File: src/rtl/pifo_req_issuer.sv
// pifo_req_issuer
//   Request-side front end for the multi-tree SRAM PIFO. Accepts push/pop
//   requests over valid/ready, spaces issues to trees sharing a root RPU,
//   tracks per-tree occupancy (dropping pushes to full trees, answering pops
//   to empty trees locally) and tags pops so returned data is matched to its
//   tree in acceptance order.
//
// Ports
//   i_clk, i_rst             clock, synchronous active-high reset
//   i_req_valid/o_req_ready  request handshake (ready ignores valid)
//   i_req_op                 0 = push, 1 = pop
//   i_req_tree, i_req_data   target tree, push payload
//   o_tree_id, o_push, o_push_data, o_pop   shared PIFO request port
//   i_pop_data               PIFO pop data, valid POP_LAT cycles after o_pop
//   o_rsp_valid/tree/data/empty             pop response (no backpressure)
//   o_drop                   pulse: push dropped, tree full
//
// Optional feature
//   PIFO_REQ_STATS_EN: adds 32-bit o_push_cnt, o_pop_cnt, o_drop_cnt counting
//   issued pushes, issued (non-empty) pops and drops.
module pifo_req_issuer #(
  parameter int PTW       = 16,
  parameter int MTW       = 0,
  parameter int CTW       = 10,
  parameter int LEVEL     = 4,
  parameter int TREE_NUM  = 4,
  parameter int ISSUE_GAP = 2,
  parameter int POP_LAT   = 1,
  parameter int CAP       = 2*(2**LEVEL-1),
  localparam int TREE_NUM_BITS = (TREE_NUM > 1) ? $clog2(TREE_NUM) : 1,
  localparam int DW            = MTW + PTW
) (
  input  logic                     i_clk,
  input  logic                     i_rst,
  input  logic                     i_req_valid,
  output logic                     o_req_ready,
  input  logic                     i_req_op,
  input  logic [TREE_NUM_BITS-1:0] i_req_tree,
  input  logic [DW-1:0]            i_req_data,
  output logic [TREE_NUM_BITS-1:0] o_tree_id,
  output logic                     o_push,
  output logic [DW-1:0]            o_push_data,
  output logic                     o_pop,
  input  logic [DW-1:0]            i_pop_data,
  output logic                     o_rsp_valid,
  output logic [TREE_NUM_BITS-1:0] o_rsp_tree,
  output logic [DW-1:0]            o_rsp_data,
  output logic                     o_rsp_empty,
`ifdef PIFO_REQ_STATS_EN
  output logic [31:0]              o_push_cnt,
  output logic [31:0]              o_pop_cnt,
  output logic [31:0]              o_drop_cnt,
`endif
  output logic                     o_drop
);

  localparam int LEVEL_BITS = (LEVEL > 1) ? $clog2(LEVEL) : 1;
  localparam int CDW        = (ISSUE_GAP > 1) ? $clog2(ISSUE_GAP) : 1;

  logic [CDW-1:0]           cooldown [LEVEL];
  logic [CTW-1:0]           occ      [TREE_NUM];
  logic                     tag_v     [POP_LAT+1];
  logic [TREE_NUM_BITS-1:0] tag_tree  [POP_LAT+1];
  logic                     tag_empty [POP_LAT+1];

  logic [LEVEL_BITS-1:0] req_root;
  logic accept, can_push, can_pop;
  logic issue_push, issue_pop, issue_drop;

  assign req_root    = LEVEL_BITS'(32'(i_req_tree) & (LEVEL-1));
  assign o_req_ready = !i_rst && (cooldown[req_root] == '0);
  assign accept      = i_req_valid && o_req_ready;
  assign can_push    = occ[i_req_tree] < CTW'(CAP);
  assign can_pop     = occ[i_req_tree] != '0;
  assign issue_push  = accept && !i_req_op && can_push;
  assign issue_drop  = accept && !i_req_op && !can_push;
  assign issue_pop   = accept && i_req_op && can_pop;

  // Per-root issue spacing: the accepting root reloads, all others count down.
  always_ff @(posedge i_clk) begin
    for (int unsigned r = 0; r < LEVEL; r++) begin
      if (i_rst)
        cooldown[r] <= '0;
      else if (accept && (LEVEL_BITS'(r) == req_root))
        cooldown[r] <= CDW'(ISSUE_GAP-1);
      else if (cooldown[r] != '0)
        cooldown[r] <= cooldown[r] - CDW'(1);
    end
  end

  always_ff @(posedge i_clk) begin
    if (i_rst) begin
      for (int unsigned t = 0; t < TREE_NUM; t++) occ[t] <= '0;
    end else if (issue_push) begin
      occ[i_req_tree] <= occ[i_req_tree] + CTW'(1);
    end else if (issue_pop) begin
      occ[i_req_tree] <= occ[i_req_tree] - CTW'(1);
    end
  end

  // Issue port: pulses for one cycle; tree id and payload hold until the next issue.
  always_ff @(posedge i_clk) begin
    if (i_rst) begin
      o_push      <= 1'b0;
      o_pop       <= 1'b0;
      o_drop      <= 1'b0;
      o_tree_id   <= '0;
      o_push_data <= '0;
    end else begin
      o_push <= issue_push;
      o_pop  <= issue_pop;
      o_drop <= issue_drop;
      if (issue_push || issue_pop) o_tree_id <= i_req_tree;
      if (issue_push) o_push_data <= i_req_data;
    end
  end

  // Every accepted pop (empty or not) rides the same fixed-length pipe, so
  // locally answered empties stay ordered with real PIFO returns.
  always_ff @(posedge i_clk) begin
    if (i_rst) begin
      for (int unsigned i = 0; i <= POP_LAT; i++) begin
        tag_v[i]     <= 1'b0;
        tag_tree[i]  <= '0;
        tag_empty[i] <= 1'b0;
      end
    end else begin
      tag_v[0]     <= accept && i_req_op;
      tag_tree[0]  <= i_req_tree;
      tag_empty[0] <= !can_pop;
      for (int unsigned i = 1; i <= POP_LAT; i++) begin
        tag_v[i]     <= tag_v[i-1];
        tag_tree[i]  <= tag_tree[i-1];
        tag_empty[i] <= tag_empty[i-1];
      end
    end
  end

  always_comb begin
    o_rsp_valid = tag_v[POP_LAT] && !i_rst;
    o_rsp_tree  = '0;
    o_rsp_empty = 1'b0;
    o_rsp_data  = '0;
    if (o_rsp_valid) begin
      o_rsp_tree  = tag_tree[POP_LAT];
      o_rsp_empty = tag_empty[POP_LAT];
      o_rsp_data  = tag_empty[POP_LAT] ? '1 : i_pop_data;
    end
  end

`ifdef PIFO_REQ_STATS_EN
  always_ff @(posedge i_clk) begin
    if (i_rst) begin
      o_push_cnt <= '0;
      o_pop_cnt  <= '0;
      o_drop_cnt <= '0;
    end else begin
      o_push_cnt <= o_push_cnt + 32'(issue_push);
      o_pop_cnt  <= o_pop_cnt  + 32'(issue_pop);
      o_drop_cnt <= o_drop_cnt + 32'(issue_drop);
    end
  end
`endif

endmodule

File: config.mk
export PLATFORM = sky130hd
export DESIGN_NAME = pifo_req_issuer
export DESIGN_NICKNAME = d
export VERILOG_FILES = /design/src/rtl/pifo_req_issuer.sv
export SDC_FILE = /design/constraint.sdc
export NUM_CORES = 1
export LEC_CHECK = 0
export ABC_AREA = 1
export CAP_MARGIN = 20
export CORE_UTILIZATION = 46
export CTS_BUF_LIST = sky130_fd_sc_hd__clkbuf_8 sky130_fd_sc_hd__clkbuf_16
export DETAILED_ROUTE_END_ITERATION = 12
export PLACE_DENSITY = 0.84
export SLEW_MARGIN = 20
export SYNTH_ARGS = -nofsm -noshare
export SYNTH_HDL_FRONTEND = slang
export SYNTH_SLANG_ARGS = --single-unit
File: constraint.sdc
create_clock -name i_clk -period 3.5 [get_ports i_clk]
set_input_delay 0.7 -clock i_clk [delete_from_list [all_inputs] [get_ports i_clk]]
set_output_delay 0.7 -clock i_clk [all_outputs]
set_load 0.1 [all_outputs]
Word-level counts from Yosys, hierarchy flattened
Memories as Yosys holds them, arrays and structs flattened.
Index checks and enable logic that the tools add are counted.
- register bits after elaboration: 21
- bits in writable memories: 52
- input bits: 38
- output and inout port bits: 42
- logic and storage cells: 116
- memories: 5
- memory list (name ; depth ; bits a word ; rd ports ; clocked after Yosys merged registers in ; write ports ; line ; RTL):
    occ ; 4 ; 10 ; 1 ; 0 ; 4 ; 61 ; logic [CTW-1:0] occ [TREE_NUM];
    cooldown ; 4 ; 1 ; 5 ; 0 ; 4 ; 60 ; logic [CDW-1:0] cooldown [LEVEL];
    tag_tree ; 2 ; 2 ; 2 ; 0 ; 2 ; 63 ; logic [TREE_NUM_BITS-1:0] tag_tree [POP_LAT+1];
    tag_empty ; 2 ; 1 ; 2 ; 0 ; 2 ; 64 ; logic tag_empty [POP_LAT+1];
    tag_v ; 2 ; 1 ; 2 ; 0 ; 2 ; 62 ; logic tag_v [POP_LAT+1];
- add/sub/neg operators: 6
- $lt $le $gt $ge: 1
- equal/unequal tests: 3
- muxes and demuxes: 60
- bitwise gates (word level): 16
- reduce and logical (&&, ||, !) cells: 20
- operators with widths (operator ; count):
    $mux W1 ; 52
    $mux W16 ; 2
    $mux W10 ; 2
    $or A1 B1 Y1 ; 15
    $logic_and A1 B1 Y1 ; 12
    $add A10 B1 Y10 const B ; 1
    $lt A10 B5 Y1 const B ; 1
    $reduce_bool A10 Y1 ; 1
    $reduce_or A10 Y1 ; 1
    $sub A10 B1 Y10 const B ; 1
    $mux W2 ; 4
    $eq A2 B2 Y1 const A ; 2
    $logic_not A1 Y1 ; 4
    $sub A1 B1 Y1 const B ; 4
    $eq A1 B2 Y1 const A ; 1
    $logic_not A2 Y1 ; 1
    $logic_or A1 B1 Y1 ; 1
    $not A1 Y1 ; 1

Longest topological paths before layout
An unclocked memory read counts as a cell.
- word-level depth: 13
- gate-level depth with buffers: 22
- depth with buffers taken out: 21

Worst setup path before layout
OpenSTA, ideal clock, no wires.
- path type: input to register
- from: input port i_req_tree[0]
- to: memory occ[0][7], data pin
- setup time: 258 ps
- arrival time: 3138 ps
- data required time: 3242 ps
- slack: 105 ps
- cell stages on the path: 20
- buffers on the path: 2
- cell sequence: buf_4 -> inv_2 -> buf_2 -> nand3_2 -> nand2_1 -> nor2_1 -> nand2_1 -> nor2_1 -> nand3_1 -> nand2_2 -> inv_1 -> ha_1 -> inv_1 -> nor3_1 -> nand2_1 -> nand3_1 -> a21boi_0 -> or2_2 -> nand3_1 -> nor2_1
- RTL lines (what ; line ; RTL):
    from (decl) ; 38 ; input logic [TREE_NUM_BITS-1:0] i_req_tree,
    to (decl) ; 61 ;

==> flow_metrics.tcl <==
set metrics [dict create \
    clockBufferDepth 2 \
    setup_viol 0 \
    critPathBufInv 5 \
    start_kind "input pin" \
    yosysMostFrequentCell "nor2_1" \
    nets 637 \
    synthFlopType "edfxtp_1" \
    synthesis.area_sq_um 3670 \
    rows 32 \
    worstPathArrival_ps 3480 \
    ant_nets 0 \
    firstDrtPassIters 5 \
    path_depth 20 \
    yosys_warnings 0 \
    hold_violations 0 \
    route.final.wire_length_microns 10300 \
    io_buffers 79 \
    place_worst_setup_slack_ps -539 \
    fin_skew_ps 10.7 \
    cts_root_buf "clkbuf_8" \
    status "finished, final reports clean" \
    path_delay_family "simple AND/OR/NAND/NOR gates" \
    drcViolationCount 0 \
    clock_sinks 73 \
    ys_ff_latch 73 \
    end_kind "flop" \
    drt-wirelength-per-cell_microns 14.8 \
    grt_overflow_total 0 \
    dp_hpwl_microns 7410 \
    drive_above_1_share_pct 24.7 \
    num_io_pins 80 \
    ys_top_cells_by_count "nor2_1 (133), nand2_1 (64), inv_1 (53)" \
    p_sw_uw 606 \
    postSynthCellCount 450 \
    fin_ws_ps 118 \
    clkLatencyLatePin_ps 350 \
    coreArea_sq_um 7730 \
    p_leak_uw 0.00250 \
    path_cells "dlygate4sd2_1 -> buf_4 -> nand3_1 -> nand2_1 -> nor2_2 -> nand2_1 -> nor2_1 -> nand3_1 -> nand2_2 -> clkinvlp_4 -> buf_4 -> ha_4 -> inv_1 -> nor3_2 -> nand2_1 -> nand3_2 -> a21boi_0 -> or2_2 -> nand3_2 -> nor2_1" \
    power_frac_seq_pct 46.5 \
    postPlaceCellArea_sq_um 5170 \
    grt_usage_pct 25.9 \
    swShare_pct 29.3 \
    pwr-share-comb_pct 22.2 \
    grt_pass1_wl_microns 16800 \
    grt_pass1_vias 3568 \
    drt-initial-drc-count 206 \
    internal-power_uw 1460 \
    cts_buffers 9 \
    synth_cell_type_count 36 \
    syn_to_final_growth_pct 50.9 \
    clk_pin_slew_ps 80 \
    cts_tree "yes" \
    worst-setup-path-type "in2reg" \
    timing.critical_path.mode_cell "nand2_1" \
    cts-hold-fix-buffers 0 \
    viasPerCell 5.07 \
    worst_path_largest_cell_delay_ps 300 \
    clock.fmax_mhz 296 \
    max_cap_violations 0 \
    pwr-share-clk_pct 31.2 \
    fin_crit_sh_pct 96.6 \
    fp.dieW_microns 91.3 \
    die_y_microns 91.3 \
    htreeDepth 3 \
    crit_fanout 16 \
    synth_fp_nets 497 \
    start_util_pct 47.5 \
    reg2regPathDepth 18 \
    relSlewSlack_pct 34.0 \
    synth_edf_count 44 \
    peakVddDrop_uv 393 \
    cp_data_required_time_ps 3600 \
    gp_congestion 0.856 \
    holdPathStages 2 \
    drv_slew 0 \
    vias 3537 \
    synth_area_per_cell_sq_um 8.16 \
    period_minus_slack_ps 3380 \
    rsz0062_at_grt "true" \
    grt_max_degree 26 \
    yosysSeqAreaShare_pct 51.8 \
    cp_slowest_cell "or2_2" \
    final_cell_area_sq_um 5540 \
    synth_top_area_share_pct 36.0 \
    n_antenna_cell 0 \
    cellPowerDensity_nw_per_um2 373 \
    die_area_sq_um 8340 \
    hp-class "reg2reg" \
    synthArstFlopShare_pct 0 \
    post-synth-top-area-cell "edfxtp_1" \
    synthTopCellsByArea "edfxtp_1 (36%), dfxtp_1 (16%), nor2_1 (14%)" \
    antenna_found_initial 0 \
    worst_slew_pin_slew_ps 987 \
]
cells by family (layout without fill, tap and decap cells):
group | Yosys count | count (layout) | synth area share [%]
AO/OA/AOI/OAI | 39 | 39 | 5.93
AND/OR/NAND/NOR | 252 | 252 | 29.7
XOR/XNOR | 3 | 3 | 0.716
flip-flops | 73 | 73 | 51.8
buffers and inverters | 74 | 219 | 8.55
adder cells (fa/ha/maj) | 9 | 9 | 3.27
flip-flops by register name, indices dropped and copies added (netlist names):
name         flops
cooldown         4
o_drop           1
o_pop            1
o_push           1
o_push_data     16
o_tree_id        2
occ             40
tag_empty        2
tag_tree         4
tag_v            2
through the flow:
stage | util (%) | power, uW | TNS, ps | std cells | hold WS [ps]
after CTS | 70.6 | 2060 | 0 | 693 | 419
after floorplan | - | 1210 | 0 | 450 | 388
after global routing | 71.7 | 2150 | -1030 | 697 | 443
final | 71.7 | 2070 | 0 | 697 | 420
after global placement | 66.9 | 1390 | -6910 | 674 | 393
after detailed placement | 66.9 | 1400 | -11750 | 674 | 399
layer usage:
layer	vias to the layer above	wire length, microns	global-route usage [%]
met5	-	0	0
met4	0	286	10.2
met3	29	771	6.70
met2	162	5320	47.3
met1	1638	3950	28.6
li1	1708	-	-
path summary, 6_finish.rpt:
kind	startpoint	slack (ps)	endpoint
min reg2reg	tag_tree[0][1]	420	tag_tree[0][3]
max reg2reg	occ[3][8]	580	occ[0][7]
max	i_req_tree[0]	120	occ[0][7]
min	tag_tree[0][1]	420	tag_tree[0][3]
layout make-up:
| class | count | area, sq um |
|---|---|---|
| Fill cell | 513 | 2190 |
| Clock buffer | 11 | 163 |
| Clock inverter | 5 | 32.5 |
| Multi-Input combinational cell | 303 | 1580 |
| Timing Repair Buffer | 147 | 1520 |
| Inverter | 56 | 214 |
| Sequential cell | 73 | 1900 |
| Tap cell | 102 | 128 |
power by group through the flow:
stage	clock network, uW	registers (uW)	logic, uW
final	646	962	459
after global routing	691	965	492
after CTS	653	961	442
after detailed placement	0	981	423
after global placement	0	979	415
after floorplan	0	1030	186
cell usage in the layout, fill, tap and decap left out, drive strengths merged:
cell type	n
inv	58
edfxtp	44
xnor2	1
o211ai	3
o21ai	24
nor3	3
clkinvlp	1
clkdlybuf4s15	1
dlygate4sd2	1
nor4	1
a21o	1
ha	8
nor2	133
nand3	38
nand4	1
xor2	2
buf	89
clkbuf	11
o21bai	2
clkdlybuf4s50	56
a31oi	2
a21boi	2
dfxtp	29
nand2	72
clkinv	2
or2	2
and2	1
or3	1
a21oi	5
fa	1
worst reg2reg max path, delay by kind of cell, from the launching register on:
kind,cells,cell delay [ps]
simple gates,13,1590
flops,1,390
buf+inv,3,320
fa+ha+maj,1,270
compound gates,1,110
repair_timing:
action / CTS / global route
setup endpoints to repair: 20 / 24
setup buffers: 3 / 4
resized for setup: 15 / 13
pin swaps: 2 / 3
(Power assumes the default switching activity.)
